$ cat src/rtl/signal_control_pkg.sv
// Shared definitions for the signal conditioner: edge-select encodings and
// the edge qualification rule used by every channel.
package signal_control_pkg;

    typedef enum logic [1:0] {
        EDGE_NONE = 2'b00,
        EDGE_RISE = 2'b01,
        EDGE_FALL = 2'b10,
        EDGE_BOTH = 2'b11
    } edge_mode_e;

    // True when an edge of the given direction should produce a pulse.
    function automatic logic edge_hit(input logic [1:0] mode, input logic rising);
        edge_hit = (mode == EDGE_BOTH) ||
                   ( rising && (mode == EDGE_RISE)) ||
                   (!rising && (mode == EDGE_FALL));
    endfunction

endpackage

$ cat src/rtl/signal_conditioner_ch.sv
// One conditioner channel: synchroniser chain, persistence filter,
// qualified edge pulse and sticky flag.
module signal_conditioner_ch
    import signal_control_pkg::*;
#(
    parameter int SYNC_STAGES   = 2,
    parameter int FILTER_CYCLES = 4
) (
    input  logic       clk,
    input  logic       rst_n,
    input  logic       signal,
    input  logic [1:0] edge_mode,
    input  logic       clear,
    output logic       level,
    output logic       control,
    output logic       flag,
    output logic       flag_nxt
);

    localparam int CNT_W = (FILTER_CYCLES > 1) ? $clog2(FILTER_CYCLES) : 1;
    localparam logic [CNT_W-1:0] CNT_LAST = CNT_W'(FILTER_CYCLES - 1);

    logic [SYNC_STAGES-1:0] sync;
    logic                   s;
    logic [CNT_W-1:0]       cnt;
    logic [CNT_W-1:0]       cnt_nxt;
    logic                   accept;
    logic                   control_nxt;

    assign s = sync[SYNC_STAGES-1];

    always_ff @(posedge clk) begin
        if (!rst_n) sync <= '0;
        else        sync <= {sync[SYNC_STAGES-2:0], signal};
    end

    // A new level is accepted on the FILTER_CYCLES-th consecutive cycle it differs;
    // any return to the current level restarts the count.
    always_comb begin
        accept      = 1'b0;
        cnt_nxt     = '0;
        if (s != level) begin
            if (cnt == CNT_LAST) accept  = 1'b1;
            else                 cnt_nxt = cnt + CNT_W'(1);
        end
        control_nxt = accept && edge_hit(edge_mode, s);
        flag_nxt    = control_nxt | (flag & ~clear);
    end

    always_ff @(posedge clk) begin
        if (!rst_n) begin
            cnt     <= '0;
            level   <= 1'b0;
            control <= 1'b0;
            flag    <= 1'b0;
        end else begin
            cnt     <= cnt_nxt;
            level   <= accept ? s : level;
            control <= control_nxt;
            flag    <= flag_nxt;
        end
    end

endmodule

$ cat src/rtl/signal_conditioner.sv
// Multi-channel input conditioner: independent per-channel conditioning
// plus a registered summary of all sticky flags.
module signal_conditioner
    import signal_control_pkg::*;
#(
    parameter int CHANNELS      = 4,
    parameter int SYNC_STAGES   = 2,
    parameter int FILTER_CYCLES = 4
) (
    input  logic                clk,
    input  logic                rst_n,
    input  logic [CHANNELS-1:0] signal,
    input  logic [1:0]          edge_mode,
    input  logic [CHANNELS-1:0] clear,
    output logic [CHANNELS-1:0] level,
    output logic [CHANNELS-1:0] control,
    output logic [CHANNELS-1:0] flag,
    output logic                any_flag
);

    if (CHANNELS < 1) begin : g_chk_channels
        $error("signal_conditioner: CHANNELS must be >= 1");
    end
    if (SYNC_STAGES < 2) begin : g_chk_sync
        $error("signal_conditioner: SYNC_STAGES must be >= 2");
    end
    if (FILTER_CYCLES < 1) begin : g_chk_filter
        $error("signal_conditioner: FILTER_CYCLES must be >= 1");
    end

    logic [CHANNELS-1:0] flag_nxt;

    for (genvar i = 0; i < CHANNELS; i++) begin : g_ch
        signal_conditioner_ch #(
            .SYNC_STAGES   (SYNC_STAGES),
            .FILTER_CYCLES (FILTER_CYCLES)
        ) u_ch (
            .clk       (clk),
            .rst_n     (rst_n),
            .signal    (signal[i]),
            .edge_mode (edge_mode),
            .clear     (clear[i]),
            .level     (level[i]),
            .control   (control[i]),
            .flag      (flag[i]),
            .flag_nxt  (flag_nxt[i])
        );
    end

    // Built from next-state flags so any_flag lines up with flag.
    always_ff @(posedge clk) begin
        if (!rst_n) any_flag <= 1'b0;
        else        any_flag <= |flag_nxt;
    end

endmodule

$ cat config.mk
export PLATFORM = sky130hd
export DESIGN_NAME = signal_conditioner
export DESIGN_NICKNAME = d
export VERILOG_FILES = /design/src/rtl/signal_control_pkg.sv /design/src/rtl/signal_conditioner_ch.sv /design/src/rtl/signal_conditioner.sv
export SDC_FILE = /design/constraint.sdc
export NUM_CORES = 1
export LEC_CHECK = 0
export CAP_MARGIN = 20
export CORE_MARGIN = 3
export CORE_UTILIZATION = 24
export CTS_BUF_LIST = sky130_fd_sc_hd__clkbuf_8 sky130_fd_sc_hd__clkbuf_16
export CTS_CLUSTER_SIZE = 12
export DETAILED_ROUTE_END_ITERATION = 10
export PLACE_DENSITY = 0.48
export SYNTH_ARGS = -nofsm -noshare
export SYNTH_HDL_FRONTEND = slang
export SYNTH_SLANG_ARGS = --single-unit
$ cat constraint.sdc
create_clock -name clk -period 3.61 [get_ports clk]
set_input_delay 0.5415 -clock clk [delete_from_list [all_inputs] [get_ports clk]]
set_output_delay 0.5415 -clock clk [all_outputs]
set_load 0.02 [all_outputs]
### Word level (Yosys, flattened, before mapping)

Index checks and enable logic that the tools add are counted.

| storage, ports and cells | value |
|---|---|
| register bits | 29 |
| latch bits | 0 |
| RAM bits | 0 |
| memory bits (read-only) | 0 |
| bits of input ports | 12 |
| output and inout bits | 13 |
| word-level logic and storage cells | 90 |
| memories | 0 |

| cells by class | value |
|---|---|
| add/subtract/negate cells | 4 |
| $mul | 0 |
| div/mod/pow operators | 0 |
| order comparisons | 0 |
| equality and inequality tests | 11 |
| shifts and indexed selects | 0 |
| multiplexer cells | 8 |
| bitwise logic cells | 17 |
| reductions and logical operators | 29 |

Operators with widths:

| cell | number |
|---|---|
| equality test 2 bit (second input constant) | 6 |
| logical AND 1 bit | 12 |
| OR reduction 3 bit | 4 |
| inverter 1 bit | 9 |
| adder 2 x 1 -> 2 bit (second input constant) | 4 |
| logical OR 1 bit | 8 |
| 2-to-1 mux 1 bit | 8 |
| bitwise AND 1 bit | 4 |
| logical NOT 1 bit | 4 |
| != test 1 bit | 4 |
| bitwise OR 1 bit | 4 |
| OR reduction 4 bit | 1 |
| equality test 2 x 1 -> 1 bit (second input constant) | 1 |

### Logic depth before layout (Yosys ltp)

Gate-level depths: netlist of the first run.

| depth | value |
|---|---|
| depth in word-level cells | 7 |
| depth in mapped cells | 4 |
| gate-level depth less buffers | 4 |

### By module

A second synthesis of the first run with hierarchy kept.

| second synthesis, totals | value |
|---|---|
| cell total of the unflattened synthesis | 90 |
| area total of the unflattened synthesis | 1042.2 µm² |

By module, submodules not included:

| module | instances | cells an instance | area each (µm²) | seq. area each (µm²) |
|---|---|---|---|---|
| signal_conditioner_ch | 4 | 22 | 252.7 | 140.1 |
| signal_conditioner | 1 | 2 | 31.3 | 20.0 |

### Worst setup path before layout of the first run

Ideal clock, no wire load.

| path | value |
|---|---|
| kind | register -> register |
| from | register g_ch[0].u_ch.cnt[0] |
| to | register any_flag |
| setup time | 0.125 ns |
| arrival | 1.128 ns |
| required time | 3.485 ns |
| path slack | 2.356 ns |
| cell stages (with the launch flop) | 5 |
| buffers on the path | 0 |
| clock period less this slack | 1.254 ns |
| path through | dfxtp_1 -> ha_1 -> nand4b_1 -> nand3_1 -> o41a_1 |

| between the ends | value |
|---|---|
| cells in the longest elaborated chain, start to end | 6 |

RTL lines:

| element | line | text |
|---|---|---|
| from (decl) | signal_conditioner_ch.sv:25 | `logic [CNT_W-1:0] cnt;` |
| from (signal assigned) | signal_conditioner_ch.sv:57 | `cnt <= cnt_nxt;` |
| equality test 2 bit | signal_conditioner_ch.sv:43 | `if (cnt == CNT_LAST) accept = 1'b1;` |
| 2-to-1 mux 1 bit | signal_conditioner_ch.sv:43 |  |
| 2-to-1 mux 1 bit | signal_conditioner_ch.sv:42 | `if (s != level) begin` |
| logical AND 1 bit | signal_conditioner_ch.sv:46 | `control_nxt = accept && edge_hit(edge_mode, s);` |
| bitwise OR 1 bit | signal_conditioner_ch.sv:47 | `flag_nxt = control_nxt \| (flag & ~clear);` |
| OR reduction 4 bit | signal_conditioner.sv:53 | `else any_flag <= \|flag_nxt;` |
| to (signal assigned) | signal_conditioner.sv:53 |  |
| to (decl) | signal_conditioner.sv:18 | `output logic any_flag` |

Every way passes these cells.
A chain may end at the register's enable or synchronous reset.

### Worst setup path after layout of the first run

| path | value |
|---|---|
| from | register g_ch[2].u_ch.level |
| to | output port level[2] |

RTL lines:

| element | line | text |
|---|---|---|
| from (decl) | signal_conditioner_ch.sv:14 | `output logic level,` |
| from (signal assigned) | signal_conditioner_ch.sv:58 | `level <= accept ? s : level;` |
| to (decl) | signal_conditioner.sv:15 | `output logic [CHANNELS-1:0] level,` |

No word-level cell between the ends.

==> impl_summary.log, run 1 <==
[metrics] result of the run: finished, final reports clean
[metrics] setup violation total in the final timing report: 0
[metrics] worst min-delay path class: register to register
[metrics] Worst IR Drop VDD: ~0.13 mV
[metrics] setup bufs post-CTS: 0
[metrics] buffers added on ports: 24
[metrics] cts bufs inserted: 5
[metrics] row count: 24
[metrics] Pins Over Slew Limit: 0
[metrics] relative contribution of the clock network to total power: about two fifths
[metrics] routed vias/inst: 4.25
[metrics] first-pass GRT wire length: ~3200 microns
[metrics] most common cell after layout, fill and taps aside: sky130_fd_sc_hd__dfxtp_1
[metrics] worst setup timing slack at the placement stage: roughly 1.7 ns
[metrics] sequential element share of the synthesized area: about half
[metrics] number of global-route vias before repair: 702
[metrics] worst reg2reg path endpoint: any_flag$_SDFF_PN0_
[metrics] maximum number of pins on one net before global-route repair: 30
[metrics] required time of the critical path: 3.07 ns
[metrics] fin cells: 170
[metrics] r2r setup slk: approximately 2.2 ns
[metrics] number of placed instances, taps included: between 150 and 200
[metrics] startpoint kind of the worst setup timing path: register
[metrics] total via count in the routed design: 722
[metrics] number of failing hold endpoints at the final stage: 0
[metrics] count of max-cap constraint violations: 0
[metrics] final total power: 0.000593 W
[metrics] met1 capacity usage during global routing: 8.72%
[metrics] Worst Path Arrival: about 1.3 ns
[metrics] transition time at the pin with the least slew margin: roughly 0.76 ns
[metrics] worst hold start: g_ch[1].u_ch.cnt[0]$_SDFF_PP0_
[metrics] iteration-0 DRC count of the detailed router: 24
[metrics] clock insertion delay at the later pin of the skew report: between 0.2 and 0.3 ns
[metrics] fraction of layout instances using a drive strength above 1: between 5 and 6%
[metrics] FF+latch count, synth: 29
[metrics] post-route DRC violation count: 0
[metrics] number of antenna violations at the first check in global routing: 0
[metrics] Yosys cell types: 17
[metrics] CORE AREA: between 4000 and 5000 sq um
[metrics] CTS tree: done
[metrics] most frequent cells in the layout: sky130_fd_sc_hd__dfxtp_1 (29), sky130_fd_sc_hd__clkdlybuf4s50_1 (24), sky130_fd_sc_hd__and2_1 (11), sky130_fd_sc_hd__nand4b_1 (8), sky130_fd_sc_hd__clkbuf_8 (5)
[metrics] kind of end point of the critical path: output pin
[metrics] count of filler cells inserted in the layout: about 460
[metrics] met3 usage: under 10%
[metrics] final critical-path setup slack: between 1.5 and 2 ns
[metrics] logic depth of the worst register-to-register path: 4
[metrics] maximum clock skew at final layout: roughly 0.0011 ns
[metrics] post-detailed-route wirelength per cell: between 10 and 15 microns
[metrics] clock input transition at the sequential cells of the worst setup and hold paths: approximately 0.060 ns
[metrics] timing-limited maximum frequency: roughly 0.54 GHz
[metrics] die extent in x: approximately 75 microns
[metrics] Total Routing Usage GR: around 8%
[metrics] period utilization: slightly above 50%
[metrics] maximum fanout encountered on the critical timing path: 5
[metrics] category of the critical setup timing path: register to output pin
[metrics] layer with the highest usage after global routing: met2
[metrics] final RePlAce weighted congestion: 0.670
[metrics] post-detail-place hpwl: about 1400 microns
[metrics] post-synthesis instance area: between 1000 and 1500 sq um
[metrics] Switching Power: roughly 0.00012 W
[metrics] sequential group share of total power: 55.4%
[metrics] slowest CP cell: sky130_fd_sc_hd__clkdlybuf4s50_1
[metrics] Switching Share: 20.6%
[metrics] Max clock buf depth: 2
[metrics] cell count after synthesis: 101
[metrics] combinational cell fraction of total power: under 10%
[metrics] hold path endpoint: g_ch[1].u_ch.cnt[0]$_SDFF_PP0_
[metrics] die area: 5650 sq um
[metrics] sum of routed wire length over all layers: between 2000 and 2500 microns
[metrics] effective utilization at floorplan: roughly a quarter
[metrics] post-synthesis average cell area: 11.4 sq um
[metrics] clk sinks: 29
[metrics] Die Y-Extent: ~75 microns
[metrics] ANT cells: 0
[metrics] number of top-level pins: 25
[metrics] buffer and inverter count on the worst path: 1
[metrics] Leakage: 0.579 nW
[metrics] Total Negative Setup Slacks: 0 ns
[metrics] Period minus WS final: about 1.9 ns
[metrics] Clock Tree Root: sky130_fd_sc_hd__clkbuf_8
[metrics] critical path's top delay family: buffers and inverters
[metrics] worst-path cell chain: clkdlybuf4s50_1
[metrics] PostCTS Resize Cnt: 0
[metrics] net count of the mapped netlist: 117
[metrics] internal power: 0.000471 W
[metrics] area overhead of the layout relative to synthesis: 24.8%
[metrics] number of cells on the worst hold path: 1
[metrics] setup repair after global routing missed its margin: false
[metrics] reg-to-reg startpoint: g_ch[0].u_ch.cnt[0]$_SDFF_PP0_
[metrics] final net count: about 130
[metrics] DRT antenna net count: 0
[metrics] ratio of total power to cell area: 414 nW/um^2
[metrics] H-tree Lvls: 2
[metrics] slowest cell delay on critical path: around 0.64 ns
[metrics] number of warnings reported in the yosys synthesis log: 0
[metrics] total grt overflow: 0
[metrics] Hold-fix buffers, CTS: 0
[metrics] first-pass iteration count of the detailed router: 4
[metrics] Rel. slew slack: about half
[metrics] met2 track demand over resource: between 10% and 20%
==> cell type report <==
class	count	area, sq um	share of cell area (%)
clock buffers	5	68.8	4.81
clock inverters	3	11.3	0.787
multi-input cells	57	465	32.5
flip-flops and latches	29	581	40.6
well taps	52	65.1	4.55
repair buffers	24	240	16.8
==> power by group through the flow <==
stage / Combinational (W) / Clock [W] / Sequential [W]
final: 0.0000255 / 0.000239 / 0.000329
after global routing: 0.0000281 / 0.000268 / 0.000329
after CTS: 0.0000262 / 0.000255 / 0.000329
after detailed placement: 0.0000259 / 0 / 0.000336
after global placement: 0.0000252 / 0 / 0.000335
after floorplan: 0.0000107 / 0 / 0.000335
==> worst max-delay path by stage <==
stage,end,cells after the start,slack (ns),startpoint
2_1_floorplan,any_flag$_SDFF_PN0_,4,2.36,g_ch[0].u_ch.cnt[0]$_SDFF_PP0_
3_3_place_gp,any_flag$_SDFF_PN0_,4,1.67,edge_mode[0]
3_5_place_dp,any_flag$_SDFF_PN0_,4,1.66,edge_mode[1]
4_1_cts,level[1],1,1.74,g_ch[1].u_ch.level$_SDFFE_PN0P_
5_1_grt,level[1],1,1.68,g_ch[1].u_ch.level$_SDFFE_PN0P_
6_report,level[2],1,1.75,g_ch[2].u_ch.level$_SDFFE_PN0P_
==> cells by family (layout without fill, tap and decap cells) <==
kind of cell	after synthesis	count (layout)	share of synthesized area, %
AND/OR/NAND/NOR	40	40	26.1
flip-flops	29	29	50.6
buffers and inverters	15	32	8.83
AO/OA/AOI/OAI	5	5	3.60
adder cells (fa/ha/maj)	4	4	4.36
XOR/XNOR	4	4	3.05
multiplexers	4	4	3.49
==> layer usage <==
metal | routed length [microns] | vias to the layer above
met5 | 0 | -
met4 | 59 | 0
met3 | 152 | 6
met2 | 889 | 20
met1 | 953 | 323
li1 | - | 373
==> cells in the mapped netlist <==
cell	count	share of area, %
sky130_fd_sc_hd__or2b_2	1	0.76
sky130_fd_sc_hd__o41a_1	1	0.98
sky130_fd_sc_hd__nand3_1	4	1.7
sky130_fd_sc_hd__a21boi_0	4	2.6
sky130_fd_sc_hd__nor2b_1	4	2.2
sky130_fd_sc_hd__buf_4	12	7.9
sky130_fd_sc_hd__nor4bb_1	4	3.5
sky130_fd_sc_hd__and2_2	1	0.65
sky130_fd_sc_hd__ha_1	4	4.4
sky130_fd_sc_hd__nand2b_1	3	1.6
sky130_fd_sc_hd__and4b_1	4	3.5
sky130_fd_sc_hd__mux2i_1	4	3.5
sky130_fd_sc_hd__xor2_1	4	3.1
sky130_fd_sc_hd__nand4b_1	8	6.1
sky130_fd_sc_hd__and2_1	11	6.0
sky130_fd_sc_hd__clkbuf_1	3	0.98
sky130_fd_sc_hd__dfxtp_1	29	51
==> flip-flops by register name (all words and copies together) (netlist names) <==
register	cells
g_ch.u_ch.control	4
g_ch.u_ch.level	4
g_ch.u_ch.cnt	8
g_ch.u_ch.flag	4
g_ch.u_ch.sync	8
any_flag	1
==> stage by stage <==
step	hold slack [ns]	utilization [%]	area (sq um)
floorplan	0.405	-	1150
global placement	0.414	30.2	1350
global route	0.446	32.0	1430
CTS	0.437	32.0	1430
finish	0.433	32.0	1430
detailed placement	0.422	30.2	1350
(Power assumes the default switching activity.)
==> run 2: changes to the inputs <==
==> constraint.sdc (replaced) <==
create_clock -name clk -period 1.8 [get_ports clk]
set_input_delay 0.27 -clock clk [delete_from_list [all_inputs] [get_ports clk]]
set_output_delay 0.27 -clock clk [all_outputs]
set_load 0.02 [all_outputs]
==> impl_summary.log, run 2 (synthesis results as in run 1) <==
[metrics] iteration-0 DRC count of the detailed router: 34
[metrics] fraction of layout instances using a drive strength above 1: under 10%
[metrics] Worst IR Drop VDD: approximately 0.27 mV
[metrics] number of global-route vias before repair: between 700 and 800
[metrics] maximum number of pins on one net before global-route repair: 30
[metrics] die area: approximately 5600 sq um
[metrics] Leakage: 0.581 nW
[metrics] maximum clock skew at final layout: around 0.0034 ns
[metrics] die extent in x: roughly 75 microns
[metrics] routed vias/inst: approximately 4.3
[metrics] count of max-cap constraint violations: 0
[metrics] first-pass GRT wire length: between 3000 and 4000 microns
[metrics] CORE AREA: roughly 4500 sq um
[metrics] ANT cells: 0
[metrics] Max clock buf depth: 2
[metrics] number of failing hold endpoints at the final stage: 0
[metrics] total via count in the routed design: 727
[metrics] post-detailed-route wirelength per cell: 12.2 microns
[metrics] worst-path cell chain: clkdlybuf4s50_1
[metrics] total grt overflow: 0
[metrics] setup violation total in the final timing report: 0
[metrics] worst min-delay path class: register to register
[metrics] setup bufs post-CTS: 0
[metrics] row count: 24
[metrics] result of the run: finished, final reports clean
[metrics] PostCTS Resize Cnt: 0
[metrics] number of top-level pins: 25
[metrics] count of filler cells inserted in the layout: 460
[metrics] sum of routed wire length over all layers: between 2000 and 2500 microns
[metrics] Die Y-Extent: ~75 microns
[metrics] area overhead of the layout relative to synthesis: 26.0%
[metrics] post-route DRC violation count: 0
[metrics] final net count: 134
[metrics] ratio of total power to cell area: between 800 and 900 nW/um^2
[metrics] most common cell after layout, fill and taps aside: sky130_fd_sc_hd__dfxtp_1
[metrics] kind of end point of the critical path: output pin
[metrics] buffer and inverter count on the worst path: 1
[metrics] critical path's top delay family: buffers and inverters
[metrics] Hold-fix buffers, CTS: 0
[metrics] effective utilization at floorplan: ~26%
[metrics] maximum fanout encountered on the critical timing path: 5
[metrics] transition time at the pin with the least slew margin: around 0.25 ns
[metrics] most frequent cells in the layout: sky130_fd_sc_hd__dfxtp_1 (29), sky130_fd_sc_hd__clkdlybuf4s50_1 (24), sky130_fd_sc_hd__and2_1 (11), sky130_fd_sc_hd__nand4b_1 (8), sky130_fd_sc_hd__clkbuf_8 (6)
[metrics] timing-limited maximum frequency: approximately 0.63 GHz
[metrics] worst setup timing slack at the placement stage: roughly 0.18 ns
[metrics] largest registers: g_ch.u_ch.cnt: 8 flops, g_ch.u_ch.sync: 8 flops
[metrics] Total Routing Usage GR: about 8.6%
[metrics] slowest cell delay on critical path: ~0.64 ns
[metrics] required time of the critical path: ~1.5 ns
[metrics] final core utilization: about 32%
[metrics] clock insertion delay at the later pin of the skew report: 0.27 ns
[metrics] DRT antenna net count: 0
[metrics] clock input transition at the sequential cells of the worst setup and hold paths: 0.06 ns
[metrics] cts bufs inserted: 5
[metrics] final RePlAce weighted congestion: 0.730
[metrics] Worst Path Arrival: 1.32 ns
[metrics] clk sinks: 29
[metrics] final critical-path setup slack: approximately 0.2 ns
[metrics] H-tree Lvls: 2
[metrics] setup repair after global routing missed its margin: false
[metrics] Pins Over Slew Limit: 0
[metrics] period utilization: between 80% and 90%
[metrics] first-pass iteration count of the detailed router: 4
[metrics] Clock Tree Root: sky130_fd_sc_hd__clkbuf_8
[metrics] CTS tree: done
[metrics] category of the critical setup timing path: register to output pin
[metrics] buffers added on ports: 24
[metrics] number of antenna violations at the first check in global routing: 0
[metrics] Rel. slew slack: between 80% and 90%
[metrics] Total Negative Setup Slacks: 0 ns
[metrics] slowest CP cell: sky130_fd_sc_hd__clkdlybuf4s50_1
[metrics] Period minus WS final: about 1.6 ns
[metrics] startpoint kind of the worst setup timing path: register
[run 2: cell types whose count changed in the layout (fill, tap and decap cells not counted), sizes merged]
cell	change
inv	-2
buf	+1
clkbuf	+1
[run 2: final timing paths]
| path | startpoint | end | slack, ns | cells after the start |
|---|---|---|---|---|
| setup / recovery | g_ch[0].u_ch.level$_SDFFE_PN0P_ | level[0] | 0.21 | 1 |
| hold reg to reg | g_ch[0].u_ch.cnt[0]$_SDFF_PP0_ | g_ch[0].u_ch.cnt[0]$_SDFF_PP0_ | 0.43 | 1 |
| hold / removal | g_ch[0].u_ch.cnt[0]$_SDFF_PP0_ | g_ch[0].u_ch.cnt[0]$_SDFF_PP0_ | 0.43 | 1 |
| setup reg to reg | g_ch[0].u_ch.cnt[0]$_SDFF_PP0_ | any_flag$_SDFF_PN0_ | 0.43 | 4 |
[run 2: routing by layer]
layer / wire length, microns / up-vias / GRT usage, % / part of all wire (%)
met1: 987 / 323 / 10.7 / 48
met3: 153 / 5 / 3.87 / 7.4
met4: 42 / 0 / 6.41 / 2.0
met2: 890 / 23 / 11.6 / 43
met5: 0 / - / 0 / 0
li1: - / 376 / - / -
[run 2: layout make-up]
class	count	area [sq um]	area share (%)
Sequential cell	29	581	40.2
Multi-Input combinational cell	57	465	32.2
Timing Repair Buffer	25	248	17.1
Clock buffer	6	82.6	5.71
Tap cell	52	65.1	4.50
Clock inverter	1	3.75	0.260
[run 2: power breakdown]
| group | switching (W) | internal, W | leakage [nW] |
|---|---|---|---|
| registers | 0.00000603 | 0.000653 | 0.236 |
| clock network | 0.000219 | 0.000296 | 0.0485 |
| logic | 0.0000168 | 0.0000352 | 0.296 |
[run 2: per-stage QoR]
stage	hold slack [ns]	area (sq um)	power, W	instances
after global placement	0.413	1360	0.000724	163
after detailed placement	0.422	1360	0.000726	163
after CTS	0.432	1450	0.00126	170
after floorplan	0.397	1150	0.000693	101
after global routing	0.449	1450	0.00129	170
final	0.430	1450	0.00123	170
==> run 3: changes to the inputs <==
--- a/config.mk
+++ b/config.mk
@@ -11,7 +11,8 @@
 export CTS_BUF_LIST = sky130_fd_sc_hd__clkbuf_8 sky130_fd_sc_hd__clkbuf_16
 export CTS_CLUSTER_SIZE = 12
 export DETAILED_ROUTE_END_ITERATION = 10
-export PLACE_DENSITY = 0.48
+export PLACE_DENSITY = 0.49
 export SYNTH_ARGS = -nofsm -noshare
 export SYNTH_HDL_FRONTEND = slang
+export SYNTH_HIERARCHICAL = 1
 export SYNTH_SLANG_ARGS = --single-unit
==> impl_summary.log, run 3 <==
[metrics] worst reg2reg path endpoint: any_flag$_SDFF_PN0_
[metrics] iteration-0 DRC count of the detailed router: 32
[metrics] relative contribution of the clock network to total power: between 40% and 50%
[metrics] number of cells on the worst hold path: 1
[metrics] die area: between 5000 and 6000 sq um
[metrics] area fraction of the dominant cell type after synthesis: between 50% and 60%
[metrics] post-synthesis instance area: roughly 1000 sq um
[metrics] largest registers: g_ch.u_ch/cnt: 8 flops, g_ch.u_ch/sync: 8 flops
[metrics] first-pass GRT wire length: 3660 microns
[metrics] Leakage: 0.532 nW
[metrics] slowest cell delay on critical path: between 0.6 and 0.7 ns
[metrics] worst min-delay path class: register to register
[metrics] Switching Power: 0.000259 W
[metrics] net count of the mapped netlist: approximately 110
[metrics] slowest CP cell: sky130_fd_sc_hd__clkdlybuf4s50_1
[metrics] cts bufs inserted: 5
[metrics] post-route DRC violation count: 0
[metrics] buffers added on ports: 24
[metrics] worst-path cell chain: clkdlybuf4s50_1
[metrics] Switching Share: 20.9%
[metrics] r2r setup slk: between 0.4 and 0.5 ns
[metrics] cell count after synthesis: 90
[metrics] leading register cell type out of synthesis: sky130_fd_sc_hd__dfxtp_1
[metrics] number of global-route vias before repair: approximately 810
[metrics] startpoint kind of the worst setup timing path: register
[metrics] top cells by count, synth: sky130_fd_sc_hd__dfxtp_1 (29), sky130_fd_sc_hd__and2_1 (8), sky130_fd_sc_hd__nand4b_1 (8)
[metrics] row count: 23
[metrics] logic depth of the worst register-to-register path: 4
[metrics] reg-to-reg startpoint: g_ch[1].u_ch/cnt[0]$_SDFF_PP0_
[metrics] sequential element share of the synthesized area: about 56%
[metrics] Post-synth ARST share: 0%
[metrics] Yosys cell types: 15
[metrics] setup repair after global routing missed its margin: false
[metrics] critical path's top delay family: buffers and inverters
[metrics] Hold-fix buffers, CTS: 0
[metrics] total via count in the routed design: ~770
[metrics] count leader, synth: sky130_fd_sc_hd__dfxtp_1
[metrics] combinational cell fraction of total power: between 4 and 5%
[metrics] hold path endpoint: g_ch[1].u_ch/sync[1]$_SDFF_PN0_
[metrics] FF+latch count, synth: 29
[metrics] timing-limited maximum frequency: 0.628 GHz
[metrics] setup violation total in the final timing report: 0
[metrics] clock input transition at the sequential cells of the worst setup and hold paths: 0.06 ns
[metrics] post-detailed-route wirelength per cell: approximately 12 microns
[metrics] number of antenna violations at the first check in global routing: 0
[metrics] maximum number of pins on one net before global-route repair: 14
[metrics] Pins Over Slew Limit: 0
[metrics] most common cell after layout, fill and taps aside: sky130_fd_sc_hd__dfxtp_1
[metrics] kind of end point of the critical path: output pin
[metrics] dominant cells by area after synthesis: sky130_fd_sc_hd__dfxtp_1 (56%), sky130_fd_sc_hd__nand4b_1 (6.7%), sky130_fd_sc_hd__nor4b_2 (5.8%)
[metrics] period utilization: slightly below 90%
[metrics] Period minus WS final: around 1.6 ns
[metrics] Total Routing Usage GR: under 10%
[metrics] most frequent cells in the layout: sky130_fd_sc_hd__dfxtp_1 (29), sky130_fd_sc_hd__clkdlybuf4s50_1 (24), sky130_fd_sc_hd__nand4b_1 (8), sky130_fd_sc_hd__and2_1 (8), sky130_fd_sc_hd__clkbuf_8 (6)
[metrics] Max clock buf depth: 2
[metrics] area occupied by multi-input gates: 447 sq um
[metrics] count of max-cap constraint violations: 0
[metrics] Worst Path Arrival: around 1.3 ns
[metrics] category of the critical setup timing path: register to output pin
[metrics] transition time at the pin with the least slew margin: ~0.38 ns
[metrics] number of warnings reported in the yosys synthesis log: 6
[metrics] Sequential Area: 581 sq um
[metrics] number of top-level pins: 25
[metrics] number of failing hold endpoints at the final stage: 0
[metrics] routed vias/inst: 4.48
[metrics] required time of the critical path: between 1.5 and 2 ns
[metrics] Die Y-Extent: 71.9 microns
[metrics] effective utilization at floorplan: 25.5%
[metrics] sequential group share of total power: roughly 53%
[metrics] setup bufs post-CTS: 0
[metrics] count of filler cells inserted in the layout: about 420
[metrics] CTS tree: done
[metrics] internal power: ~0.00098 W
[metrics] die extent in x: 71.9 microns
[metrics] result of the run: finished, final reports clean
[metrics] final RePlAce weighted congestion: roughly 0.70
[metrics] ANT cells: 0
[metrics] H-tree Lvls: 2
[metrics] sum of routed wire length over all layers: 2110 microns
[metrics] CORE AREA: ~4000 sq um
[metrics] first-pass iteration count of the detailed router: 2
[metrics] clock insertion delay at the later pin of the skew report: approximately 0.28 ns
[metrics] final core utilization: roughly a third
[metrics] ratio of total power to cell area: ~870 nW/um^2
[metrics] total grt overflow: 0
[metrics] Rel. slew slack: between 70% and 80%
[metrics] count of flip-flops with a built-in enable after synthesis: 0
[metrics] worst hold start: g_ch[1].u_ch/sync[0]$_SDFF_PN0_
[metrics] Worst IR Drop VDD: between 0.3 and 0.4 mV
[metrics] buffer and inverter count on the worst path: 1
[metrics] Total Negative Setup Slacks: 0 ns
[metrics] DRT antenna net count: 0
[metrics] post-detail-place hpwl: between 1500 and 2000 microns
[metrics] leading area contributor after synthesis: sky130_fd_sc_hd__dfxtp_1
[metrics] clk sinks: 29
[metrics] PostCTS Resize Cnt: 0
[metrics] maximum clock skew at final layout: around 0.0031 ns
[metrics] maximum fanout encountered on the critical timing path: 5
[metrics] fraction of layout instances using a drive strength above 1: just over 8%
[metrics] final net count: 137
[metrics] area overhead of the layout relative to synthesis: 37.3%
[metrics] Clock Tree Root: sky130_fd_sc_hd__clkbuf_8
[metrics] post-synthesis average cell area: between 10 and 15 sq um
run 3: final cells by class:
cell class	instances	area share [%]
Tap cell	50	4.37
Timing Repair Buffer	24	16.8
Clock buffer	6	5.77
Clock inverter	1	0.262
Inverter	4	1.05
Sequential cell	29	40.6
Multi-Input combinational cell	57	31.2
run 3: worst max-delay path by stage:
stage / slack [ns] / startpoint / to / cells past startpoint
finish: 0.21 / g_ch[2].u_ch/level$_SDFFE_PN0P_ / level[2] / 1
global route: 0.14 / g_ch[2].u_ch/level$_SDFFE_PN0P_ / level[2] / 1
CTS: 0.19 / g_ch[1].u_ch/level$_SDFFE_PN0P_ / level[1] / 1
detailed placement: 0.14 / edge_mode[1] / any_flag$_SDFF_PN0_ / 4
global placement: 0.16 / edge_mode[1] / any_flag$_SDFF_PN0_ / 4
floorplan: 0.52 / g_ch[1].u_ch/cnt[0]$_SDFF_PP0_ / any_flag$_SDFF_PN0_ / 4
run 3: power groups by stage:
stage | logic [W] | clock network, W | registers (W)
floorplan | 0.0000213 | 0 | 0.000672
global placement | 0.0000539 | 0 | 0.000673
detailed placement | 0.0000549 | 0 | 0.000673
CTS | 0.0000550 | 0.000548 | 0.000659
global route | 0.0000599 | 0.000579 | 0.000661
finish | 0.0000541 | 0.000528 | 0.000659
run 3: logic make-up after synthesis:
kind of cell | Yosys count | synth area share [%]
and+or+nand+nor | 36 | 25.4
xor gates and xnor gates | 4 | 3.36
AOI/OAI and AO/OA | 9 | 5.40
adders and majority gates | 4 | 4.80
muxes | 4 | 3.84
DFF | 29 | 55.7
buffers and inverters | 4 | 1.44
run 3: stage by stage:
step	setup WS [ns]	hold WS [ns]	area [sq um]	total power [W]	cells
after floorplan	0.520	0.392	1040	0.000693	90
after global placement	0.155	0.416	1350	0.000727	164
after detailed placement	0.137	0.419	1350	0.000728	164
after CTS	0.190	0.433	1430	0.00126	171
after global routing	0.144	0.450	1430	0.00130	171
final	0.209	0.432	1430	0.00124	171
run 3: routing by layer:
metal | share of wire (%) | wire, microns | GRT usage, %
met1 | 46 | 965 | 10.4
met2 | 45 | 946 | 15.2
met3 | 6.9 | 146 | 4.99
met4 | 2.3 | 48 | 5.01
met5 | 0 | 0 | 0
